[src/rtl/audio_pkg.sv]
// ---------------------------------------------------------------------------
// audio_pkg -- definitions shared by the codec capture and playback paths.
//
// Contents:
//   WORD_BITS   : bits per stereo frame word {L, R}
//   CH_BITS     : bits per channel
//   CNT_BITS    : width of a counter that indexes the bits of one word
//   cap_state_e : capture FSM state encoding (IDLE, HUNT, SHIFT)
//   is_last_bit : true when a bit index points at the final bit of a word
// ---------------------------------------------------------------------------
package audio_pkg;

    localparam int WORD_BITS = 32;
    localparam int CH_BITS   = 16;
    localparam int CNT_BITS  = $clog2(WORD_BITS);

    typedef enum logic [1:0] {
        ST_IDLE  = 2'd0,
        ST_HUNT  = 2'd1,
        ST_SHIFT = 2'd2
    } cap_state_e;

    function automatic logic is_last_bit(input logic [CNT_BITS-1:0] idx);
        return idx == CNT_BITS'(WORD_BITS - 1);
    endfunction

endpackage

[src/rtl/sample_fifo.sv]
// ---------------------------------------------------------------------------
// sample_fifo -- synchronous first-word-fall-through FIFO.
//
// Ports:
//   clk_50m, rst_n : clock, asynchronous active-low reset
//   wr_en, wr_data : push request and data; accepted when not full, or when
//                    full and a pop happens in the same cycle
//   rd_en          : pop request; ignored while empty
//   rd_data        : head entry, valid whenever empty = 0 (fall-through)
//   full, empty    : occupancy status
// ---------------------------------------------------------------------------
module sample_fifo #(
    parameter int WIDTH = 32,
    parameter int DEPTH = 4
) (
    input  logic             clk_50m,
    input  logic             rst_n,
    input  logic             wr_en,
    input  logic [WIDTH-1:0] wr_data,
    input  logic             rd_en,
    output logic [WIDTH-1:0] rd_data,
    output logic             full,
    output logic             empty
);

    localparam int            AW       = $clog2(DEPTH);
    localparam logic [AW:0]   FULL_CNT = (AW + 1)'(DEPTH);

    logic [WIDTH-1:0] mem [DEPTH];
    logic [AW-1:0]    wr_ptr;
    logic [AW-1:0]    rd_ptr;
    logic [AW:0]      count;
    logic             do_rd;
    logic             do_wr;

    assign full    = (count == FULL_CNT);
    assign empty   = (count == '0);
    assign do_rd   = rd_en & ~empty;
    // A pop frees the slot the push needs, so a full FIFO can still accept.
    assign do_wr   = wr_en & (~full | do_rd);
    assign rd_data = mem[rd_ptr];

    // NOTE: the storage array has no reset; only pointers and count do. Stale
    // contents are unreachable because readers qualify rd_data with empty.
    always_ff @(posedge clk_50m) begin
        if (do_wr) begin
            mem[wr_ptr] <= wr_data;
        end
    end

    // Pointers wrap naturally because DEPTH is a power of two.
    always_ff @(posedge clk_50m or negedge rst_n) begin
        if (!rst_n) begin
            wr_ptr <= '0;
            rd_ptr <= '0;
            count  <= '0;
        end else begin
            if (do_wr) begin
                wr_ptr <= wr_ptr + AW'(1);
            end
            if (do_rd) begin
                rd_ptr <= rd_ptr + AW'(1);
            end
            case ({do_wr, do_rd})
                2'b10:   count <= count + (AW + 1)'(1);
                2'b01:   count <= count - (AW + 1)'(1);
                default: count <= count;
            endcase
        end
    end

endmodule

[src/rtl/iis_adc_rx.sv]
// ---------------------------------------------------------------------------
// iis_adc_rx -- capture path for a codec ADC in DSP mode A (codec is master).
//
// Ports:
//   clk_50m, rst_n        : system clock, asynchronous active-low reset
//   en                    : capture enable; a rising edge clears the flags
//   IIS_BCLK              : codec bit clock, asynchronous, <= 12.5 MHz
//   IIS_ADCLRC            : frame sync, high for one BCLK period
//   IIS_ADCDAT            : serial data, MSB first
//   smp_data              : head word {L[15:0], R[15:0]}, 0 while empty
//   smp_valid, smp_ready  : valid/ready hand-off of captured words
//   overflow              : sticky, a completed word was dropped (FIFO full)
//   frame_err             : sticky, frame sync arrived mid-word
//   word_cnt              : number of words written into the FIFO (wraps)
// ---------------------------------------------------------------------------
module iis_adc_rx
    import audio_pkg::*;
#(
    parameter int FIFO_DEPTH = 4
) (
    input  logic                 clk_50m,
    input  logic                 rst_n,
    input  logic                 en,
    input  logic                 IIS_BCLK,
    input  logic                 IIS_ADCLRC,
    input  logic                 IIS_ADCDAT,
    output logic [WORD_BITS-1:0] smp_data,
    output logic                 smp_valid,
    input  logic                 smp_ready,
    output logic                 overflow,
    output logic                 frame_err,
    output logic [15:0]          word_cnt
);

    // Synchronizers: bit 0 is the first flop, bit 2 the third stage.
    logic [2:0] bclk_sync;
    logic [2:0] lrc_sync;
    logic [2:0] dat_sync;

    logic bclk_rise;
    logic lrc_bit;
    logic dat_bit;
    logic lrc_prev;
    logic frame_start;

    cap_state_e            state;
    logic [CNT_BITS-1:0]   bit_cnt;
    logic [WORD_BITS-1:0]  shift_reg;
    logic                  word_done;

    logic                  fifo_push;
    logic                  fifo_pop;
    logic                  fifo_full;
    logic                  fifo_empty;
    logic [WORD_BITS-1:0]  fifo_rd_data;

    // NOTE: every clocked register here uses non-blocking assignment so all
    // flops update together at the edge, independent of statement order.
    always_ff @(posedge clk_50m or negedge rst_n) begin
        if (!rst_n) begin
            bclk_sync <= '0;
            lrc_sync  <= '0;
            dat_sync  <= '0;
        end else begin
            bclk_sync <= {bclk_sync[1:0], IIS_BCLK};
            lrc_sync  <= {lrc_sync[1:0],  IIS_ADCLRC};
            dat_sync  <= {dat_sync[1:0],  IIS_ADCDAT};
        end
    end

    // The edge is seen between the second and third BCLK stages. The third
    // stage of LRC/DAT holds the line state from just before that rising
    // edge, well after the codec launched it on the preceding falling edge.
    assign bclk_rise   = bclk_sync[1] & ~bclk_sync[2];
    assign lrc_bit     = lrc_sync[2];
    assign dat_bit     = dat_sync[2];
    assign frame_start = bclk_rise & lrc_bit & ~lrc_prev;

    assign fifo_push = word_done;
    assign fifo_pop  = smp_valid & smp_ready;

    always_ff @(posedge clk_50m or negedge rst_n) begin
        if (!rst_n) begin
            state     <= ST_IDLE;
            bit_cnt   <= '0;
            shift_reg <= '0;
            lrc_prev  <= 1'b0;
            word_done <= 1'b0;
            frame_err <= 1'b0;
            overflow  <= 1'b0;
            word_cnt  <= '0;
        end else begin
            word_done <= 1'b0;

            if (bclk_rise) begin
                lrc_prev <= lrc_bit;
            end

            if (!en) begin
                // Dropping enable abandons any partial word; flags hold.
                state   <= ST_IDLE;
                bit_cnt <= '0;
            end else begin
                case (state)
                    ST_IDLE: begin
                        state     <= ST_HUNT;
                        overflow  <= 1'b0;
                        frame_err <= 1'b0;
                    end
                    ST_HUNT: begin
                        if (frame_start) begin
                            state   <= ST_SHIFT;
                            bit_cnt <= '0;
                        end
                    end
                    ST_SHIFT: begin
                        if (frame_start) begin
                            // Early sync: drop the partial word and treat this
                            // edge as the start of a new frame.
                            frame_err <= 1'b1;
                            bit_cnt   <= '0;
                        end else if (bclk_rise) begin
                            shift_reg <= {shift_reg[WORD_BITS-2:0], dat_bit};
                            if (is_last_bit(bit_cnt)) begin
                                word_done <= 1'b1;
                                bit_cnt   <= '0;
                                state     <= ST_HUNT;
                            end else begin
                                bit_cnt <= bit_cnt + CNT_BITS'(1);
                            end
                        end
                    end
                    default: begin
                        state   <= ST_IDLE;
                        bit_cnt <= '0;
                    end
                endcase
            end

            // Placed after the enable handling so a drop in the same cycle as
            // a flag clear is still recorded.
            if (fifo_push && fifo_full && !fifo_pop) begin
                overflow <= 1'b1;
            end
            if (fifo_push && (!fifo_full || fifo_pop)) begin
                word_cnt <= word_cnt + 16'd1;
            end
        end
    end

    // shift_reg holds the completed word during the push cycle; the next
    // BCLK edge is at least four clk_50m cycles away.
    sample_fifo #(
        .WIDTH (WORD_BITS),
        .DEPTH (FIFO_DEPTH)
    ) u_fifo (
        .clk_50m (clk_50m),
        .rst_n   (rst_n),
        .wr_en   (fifo_push),
        .wr_data (shift_reg),
        .rd_en   (fifo_pop),
        .rd_data (fifo_rd_data),
        .full    (fifo_full),
        .empty   (fifo_empty)
    );

    assign smp_valid = ~fifo_empty;
    assign smp_data  = fifo_empty ? '0 : fifo_rd_data;

endmodule

[config.mk]
export PLATFORM = sky130hd
export DESIGN_NAME = iis_adc_rx
export DESIGN_NICKNAME = d
export VERILOG_FILES = /design/src/rtl/audio_pkg.sv /design/src/rtl/sample_fifo.sv /design/src/rtl/iis_adc_rx.sv
export SDC_FILE = /design/constraint.sdc
export NUM_CORES = 1
export LEC_CHECK = 0
export CAP_MARGIN = 25
export CORE_MARGIN = 2
export CORE_UTILIZATION = 35
export CTS_BUF_LIST = sky130_fd_sc_hd__clkbuf_16
export CTS_CLUSTER_DIAMETER = 30
export DETAILED_ROUTE_END_ITERATION = 10
export PLACE_DENSITY = 0.51
export SLEW_MARGIN = 20
export SYNTH_ARGS = -nofsm -noshare
export SYNTH_HDL_FRONTEND = slang
export SYNTH_HIERARCHICAL = 1
export SYNTH_SLANG_ARGS = --single-unit
[constraint.sdc]
create_clock -name clk_50m -period 2.9 [get_ports clk_50m]
set_clock_uncertainty 0.1 [all_clocks]
set_input_delay 0.58 -clock clk_50m [delete_from_list [all_inputs] [get_ports clk_50m]]
set_output_delay 0.58 -clock clk_50m [all_outputs]
set_load 0.01 [all_outputs]
; ---- Yosys cells after proc, flatten, opt, wreduce, memory -nomap -nowiden
; Memory sizes are Yosys's and may differ from the RTL's.
; Cells that the tools add are included.
[word_totals]
n_memories = 1
input_bits = 7
mem_bits_rw = 128
out_inout_bits = 51
ff_bits = 75
[op_classes]
bitwise_logic = 12
reduce_logical = 17
eq_ne = 13
add_sub_neg = 6
mux = 26
[memory_table]
columns = memory, words, width, read_ports, rd_clocked_by_memory_dff, write_ports, line_no
row1 = u_fifo.mem, 4, 32, 1, 0, 1, sample_fifo.sv:29  ; logic [WIDTH-1:0] mem [DEPTH];
[op_table]
columns = op, n
row1 = $mux 32, 1
row2 = $mux 5, 5
row3 = $add 16x1->16 const B, 1
row4 = $pmux 5 s3, 1
row5 = $ne 3x3->1 const B, 4
row6 = $mux 1, 11
row7 = $mux 2, 5
row8 = $reduce_and 4->1, 2
row9 = $reduce_bool 2->1, 4
row10 = $and 1x1->1, 6
row11 = $pmux 2 s3, 1
row12 = $pmux 3 s2, 1
row13 = $reduce_and 3->1, 2
row14 = $add 5x1->5 const B, 1
row15 = $eq 5x5->1 const B, 1
row16 = $not 1->1, 5
row17 = $add 2x1->2 const B, 2
row18 = $eq 2x1->1 const B, 2
row19 = $eq 2x2->1 const B, 2
row20 = $ne 2x2->1 const B, 2
row21 = $ne 4x4->1 const B, 1
row22 = $add 3x1->3 const B, 1
row23 = $eq 3x3->1 const B, 1
row24 = $logic_and 1x1->1, 3
row25 = other kinds (8), 9

; ---- Logic depth before layout (Yosys ltp)
[depth]
ltp_word = 8
ltp_mapped = 9

; ---- Cells and area by module
; Netlist, hierarchy kept.
[modules_own_cells]
columns = mod, n_inst, cells_per_inst, area_each_um2, seq_area_each_um2
row1 = sample_fifo, 1, 214, 5107.4, 4018.9
row2 = iis_adc_rx, 1, 230, 2957.8, 1701.6

; ---- Least setup slack after synthesis
; No wires, ideal clock.
[synth_timing]
path_kind = reg2reg
start = register u_fifo.count[0]
end = memory u_fifo.mem[0][0] (enable)
setup_ns = 0.404
stages_incl_launch_ff = 7
path_slack_ns = 0.076
arrival_time_ns = 2.320
period_less_slack_ns = 2.824
n_path_buf = 0
cell_sequence = dfrtp_1 > nor3_1 > nand2b_2 > inv_1 > nor4b_4 > nor2b_2 > and2_1
[synth_between]
elab_chain_cells = 8
[synth_lines]
columns = item, line_no
row1 = start: declaration, sample_fifo.sv:32  ; logic [AW:0] count;
row2 = start signal: assignment, sample_fifo.sv:65  ; 2'b10: count <= count + (AW + 1)'(1);
row3 = start signal: assignment, sample_fifo.sv:66  ; 2'b01: count <= count - (AW + 1)'(1);
row4 = start signal: assignment, sample_fifo.sv:67  ; default: count <= count;
row5 = $logic_not 3->1, sample_fifo.sv:37  ; assign empty = (count == '0);
row6 = via fifo_empty, iis_adc_rx.sv:54  ; logic fifo_empty;
row7 = $not 1->1, iis_adc_rx.sv:167  ; assign smp_valid = ~fifo_empty;
row8 = $and 1x1->1, iis_adc_rx.sv:80  ; assign fifo_pop = smp_valid & smp_ready;
row9 = via fifo_pop, iis_adc_rx.sv:52  ; logic fifo_pop;
row10 = $and 1x1->1, sample_fifo.sv:38  ; assign do_rd = rd_en & ~empty;
row11 = $or 1x1->1, sample_fifo.sv:40  ; assign do_wr = wr_en & (~full | do_rd);
row12 = $and 1x1->1, sample_fifo.sv:40
row13 = $mux 1, sample_fifo.sv:46  ; if (do_wr) begin
row14 = $mux 1 (not written as such), sample_fifo.sv:47  ; mem[wr_ptr] <= wr_data;
row15 = end: declaration, sample_fifo.sv:29
; The timed path passes the listed nets, and every way through them passes these cells.

; ---- Final worst setup path
[layout_timing]
start = register u_fifo.rd_ptr[0]
end = output port smp_data[9]
[layout_between]
elab_chain_cells = 2
[layout_lines]
columns = item, line_no
row1 = start: declaration, sample_fifo.sv:31  ; logic [AW-1:0] rd_ptr;
row2 = start signal: assignment, sample_fifo.sv:62  ; rd_ptr <= rd_ptr + AW'(1);
row3 = $mem_v2 4x32, -
row4 = via fifo_rd_data[9], iis_adc_rx.sv:55  ; logic [WORD_BITS-1:0] fifo_rd_data;
row5 = $mux 32, iis_adc_rx.sv:168  ; assign smp_data = fifo_empty ? '0 : fifo_rd_data;
row6 = end: declaration, iis_adc_rx.sv:27  ; output logic [WORD_BITS-1:0] smp_data,
; The timed path passes the listed nets, and every way through them passes these cells.

==> impl_metrics.json <==
{
  "status": "completed",
  "fmax_ghz": 0.356,
  "timing.hold.ws_ns": 0.0829,
  "final_max_slew_viol_count": 0,
  "drive_gt1_frac": 0.292,
  "yosys_warnings": 6,
  "yosys.area_share.xor_xnor": 0.0228,
  "cp.arrival_ns": 2.13,
  "synth_top_family_by_area": "multiplexers",
  "nNetsFinal": 566,
  "coreArea_sq_um": 22600,
  "path_delay_family": "buffers and inverters",
  "cts_max_path_buffers": 3,
  "gr-total-overflow": 0,
  "clock_power_share": 0.495,
  "num_rows": 55,
  "synth_cell_types": 47,
  "synth.avg_cell_area_sq_um": 18.2,
  "p_switching_uw": 2210,
  "maxCapViolCount": 0,
  "wirelength_microns": 14900,
  "routed_via_density": 4.82,
  "worst_setup_path_end_kind": "output pin",
  "fin_cells": 868,
  "grt_pass1_vias": 4560,
  "synth-edff-count": 128,
  "synth_compound_area_frac": 0.0239,
  "r2r_start": "u_fifo/count[1]$_DFFE_PN0P_",
  "grt_max_degree": 64,
  "worst-path-buf-inv": 3,
  "insertedDiodeCount": 0,
  "wire_per_inst_microns": 17.2,
  "ir_worst_vdd_uv": 395,
  "cts_tree": "yes",
  "worst-setup-path-type": "flop to output pin",
  "cp_num_cells": 5,
  "areaGrowthSynthToFinish_pct": 31.3,
  "worst-path-max-fanout": 7,
  "drc": 0,
  "dr.pass1.iters": 4,
  "die_w_microns": 156,
  "min_period_over_period": 0.970,
  "setup_violations": 0,
  "syn-num-nets": 459,
  "die_y_microns": 156,
  "clk_pin_slew_ns": 0.05,
  "die_area_sq_um": 24300,
  "largest_register_ffs": 128,
  "globalplace.congestion": 0.733,
  "clockRootBuffer": "clkbuf_16",
  "rsz0062_at_grt": "no",
  "yosys.area_share.simple": 0.0728,
  "critical_path.startpoint_type": "flop",
  "grt_pass1_wl_microns": 24000,
  "hold_viol_final": 0,
  "cts_inserted_buffers": 41,
  "ioPinCount": 58,
  "leakagePower_uw": 0.00430,
  "regToRegEndpoint": "u_fifo/count[2]$_DFFE_PN0P_",
  "r2r_cells": 9,
  "drt_iter0_drc": 141,
  "p_sw_frac": 0.246,
  "cp.required_ns": 2.22,
  "io_buffers": 57,
  "seqPwrFrac": 0.357,
  "synthMuxAreaShare": 0.142,
  "async_flop_share": 0.369,
  "p_comb_frac": 0.149,
  "slowest_delay_ns": 0.48,
  "insertion_delay_ns": 0.51,
  "yosysSeqAreaShare": 0.709,
  "power_uw": 8980,
  "endpoint": "smp_data[9]",
  "power_per_cell_area_nw_per_um2": 849,
  "slew_headroom": 0.446,
  "synth_seq_cells": 203,
  "initial_utilization": 0.356,
  "synth-main-ff-cell": "edfxtp_1",
  "slowest_stage": "mux4_2",
  "hp-class": "input pin to async pin",
  "final_util": 0.468,
  "period_needed_ns": 2.81,
  "p_int_uw": 6770,
  "hold_buffers": 0,
  "fin_tns_setup_ns": 0,
  "worst_pin_slew_ns": 0.830,
  "critPathLaunch": "u_fifo/rd_ptr[0]$_DFFE_PN0N_",
  "dp.final_hpwl_microns": 8370,
  "rrSetupSlack_ns": 0.52,
  "grtUsageTotal": 0.129,
  "cts_sinks": 203,
  "netlist_area_sq_um": 8070,
  "path_cells": "buf_6 -> bufbuf_16 -> mux4_2 -> nor2b_1 -> clkdlybuf4s15_1",
  "via_count": 4188,
  "place_inst": 788,
  "grt_antenna_before_repair": 0,
  "synthAdderAreaFrac": 0.0133,
  "detail-route-antenna-nets": 0,
  "syn_inst": 444,
  "cts-htree-levels": 2
}
-- worst min-delay path by stage --
stage,start,endpoint,slack [ns],cells after the start
after floorplan,rst_n,bclk_sync[0]$_DFF_PN0_,0.18,0
after global placement,dat_sync[1]$_DFF_PN0_,dat_sync[2]$_DFF_PN0_,0.23,0
after detailed placement,dat_sync[1]$_DFF_PN0_,dat_sync[2]$_DFF_PN0_,0.23,0
after CTS,rst_n,shift_reg[26]$_DFFE_PN0P_,0.11,1
after global routing,rst_n,bit_cnt[4]$_DFFE_PN0P_,0.15,1
final,rst_n,word_cnt[11]$_DFFE_PN0P_,0.08,1
-- layout by cell type, fill, tap and decap left out, drive strengths merged, types with 5 or more instances in the layout --
master	netlist	final
and2	5	5
buf	10	21
clkdlybuf4s50	0	24
nand3	10	10
xor2	8	8
o21ai	6	6
a21oi	5	5
ha	7	7
clkbuf	5	43
nor2b	36	36
dlygate4sd2	0	25
edfxtp	128	128
clkdlybuf4s15	0	7
nand2	10	10
clkinv	0	12
and3	5	5
mux2	35	35
xnor2	13	13
inv	14	27
mux4	32	32
dfrtp	75	75
-- power groups by stage --
stage | clock (uW) | sequential [uW] | combinational (uW)
global placement | 0 | 3250 | 1200
CTS | 4550 | 3200 | 1380
detailed placement | 0 | 3250 | 1220
global route | 4690 | 3210 | 1450
floorplan | 0 | 3200 | 748
finish | 4440 | 3200 | 1340
-- worst register-to-register path, stage by stage (launching register included) --
cell,delay (ns)
dfrtp_1,0.49
nor3_2,0.10
nand2b_2,0.19
inv_1,0.08
o31a_1,0.15
or2b_1,0.25
fa_1,0.38
nand2b_1,0.17
o32ai_2,0.23
xor2_1,0.18
-- routing by layer --
layer	GRT usage	share of wire	up-vias
li1	-	-	1917
met1	0.154	0.43	2147
met2	0.223	0.50	101
met3	0.0364	0.051	23
met4	0.0459	0.018	0
met5	0	0	-
-- metrics by stage --
stage          setup slack, ns  instance area (sq um)
2_1_floorplan           0.0762                   8070
3_3_place_gp             0.219                   9150
3_5_place_dp             0.143                   9150
4_1_cts               0.000197                  10600
5_1_grt                0.00476                  10600
6_report                0.0874                  10600
-- synth_stat cells, types with 2 or more instances --
cell	n	share of area
ha_1	7	0.011
buf_4	3	0.0028
dfrtp_1	75	0.23
buf_2	7	0.0043
a21oi_1	5	0.0031
and3_1	5	0.0039
o21ai_0	5	0.0031
mux4_2	32	0.089
xor2_1	8	0.0087
nand3b_1	2	0.0019
edfxtp_1	128	0.48
inv_1	14	0.0065
mux2_2	34	0.047
xnor2_1	13	0.014
o2111ai_1	2	0.0022
nand4_1	3	0.0023
nor2_1	4	0.0019
nand2_1	10	0.0047
and2_1	5	0.0039
a2111oi_4	2	0.0068
mux2i_1	3	0.0037
nand2b_1	2	0.0016
clkbuf_1	5	0.0023
nor2b_1	35	0.027
nor3_1	4	0.0025
nand3_1	10	0.0062
-- what timing repair did --
action | 4_1_cts | 5_1_grt
buffers inserted | 2 | 0
cloned | 3 | 0
endpoints found under the setup margin | 32 | 6
gates resized for setup | 38 | 6
-- cells by family after synthesis --
family | after synthesis
xor+xnor | 21
flops | 203
mux | 70
fa+ha+maj | 8
compound gates | 22
buf+inv | 29
simple gates | 91
-- layout make-up --
cell class | count | area, sq um
clock inverters | 32 | 275
fillers | 1944 | 12100
repair buffers | 79 | 880
multi-input cells | 212 | 2220
flip-flops and latches | 203 | 5720
clock buffers | 43 | 1080
inverters | 14 | 52.6
well taps | 285 | 357
Power figures use the tool's default switching activity.
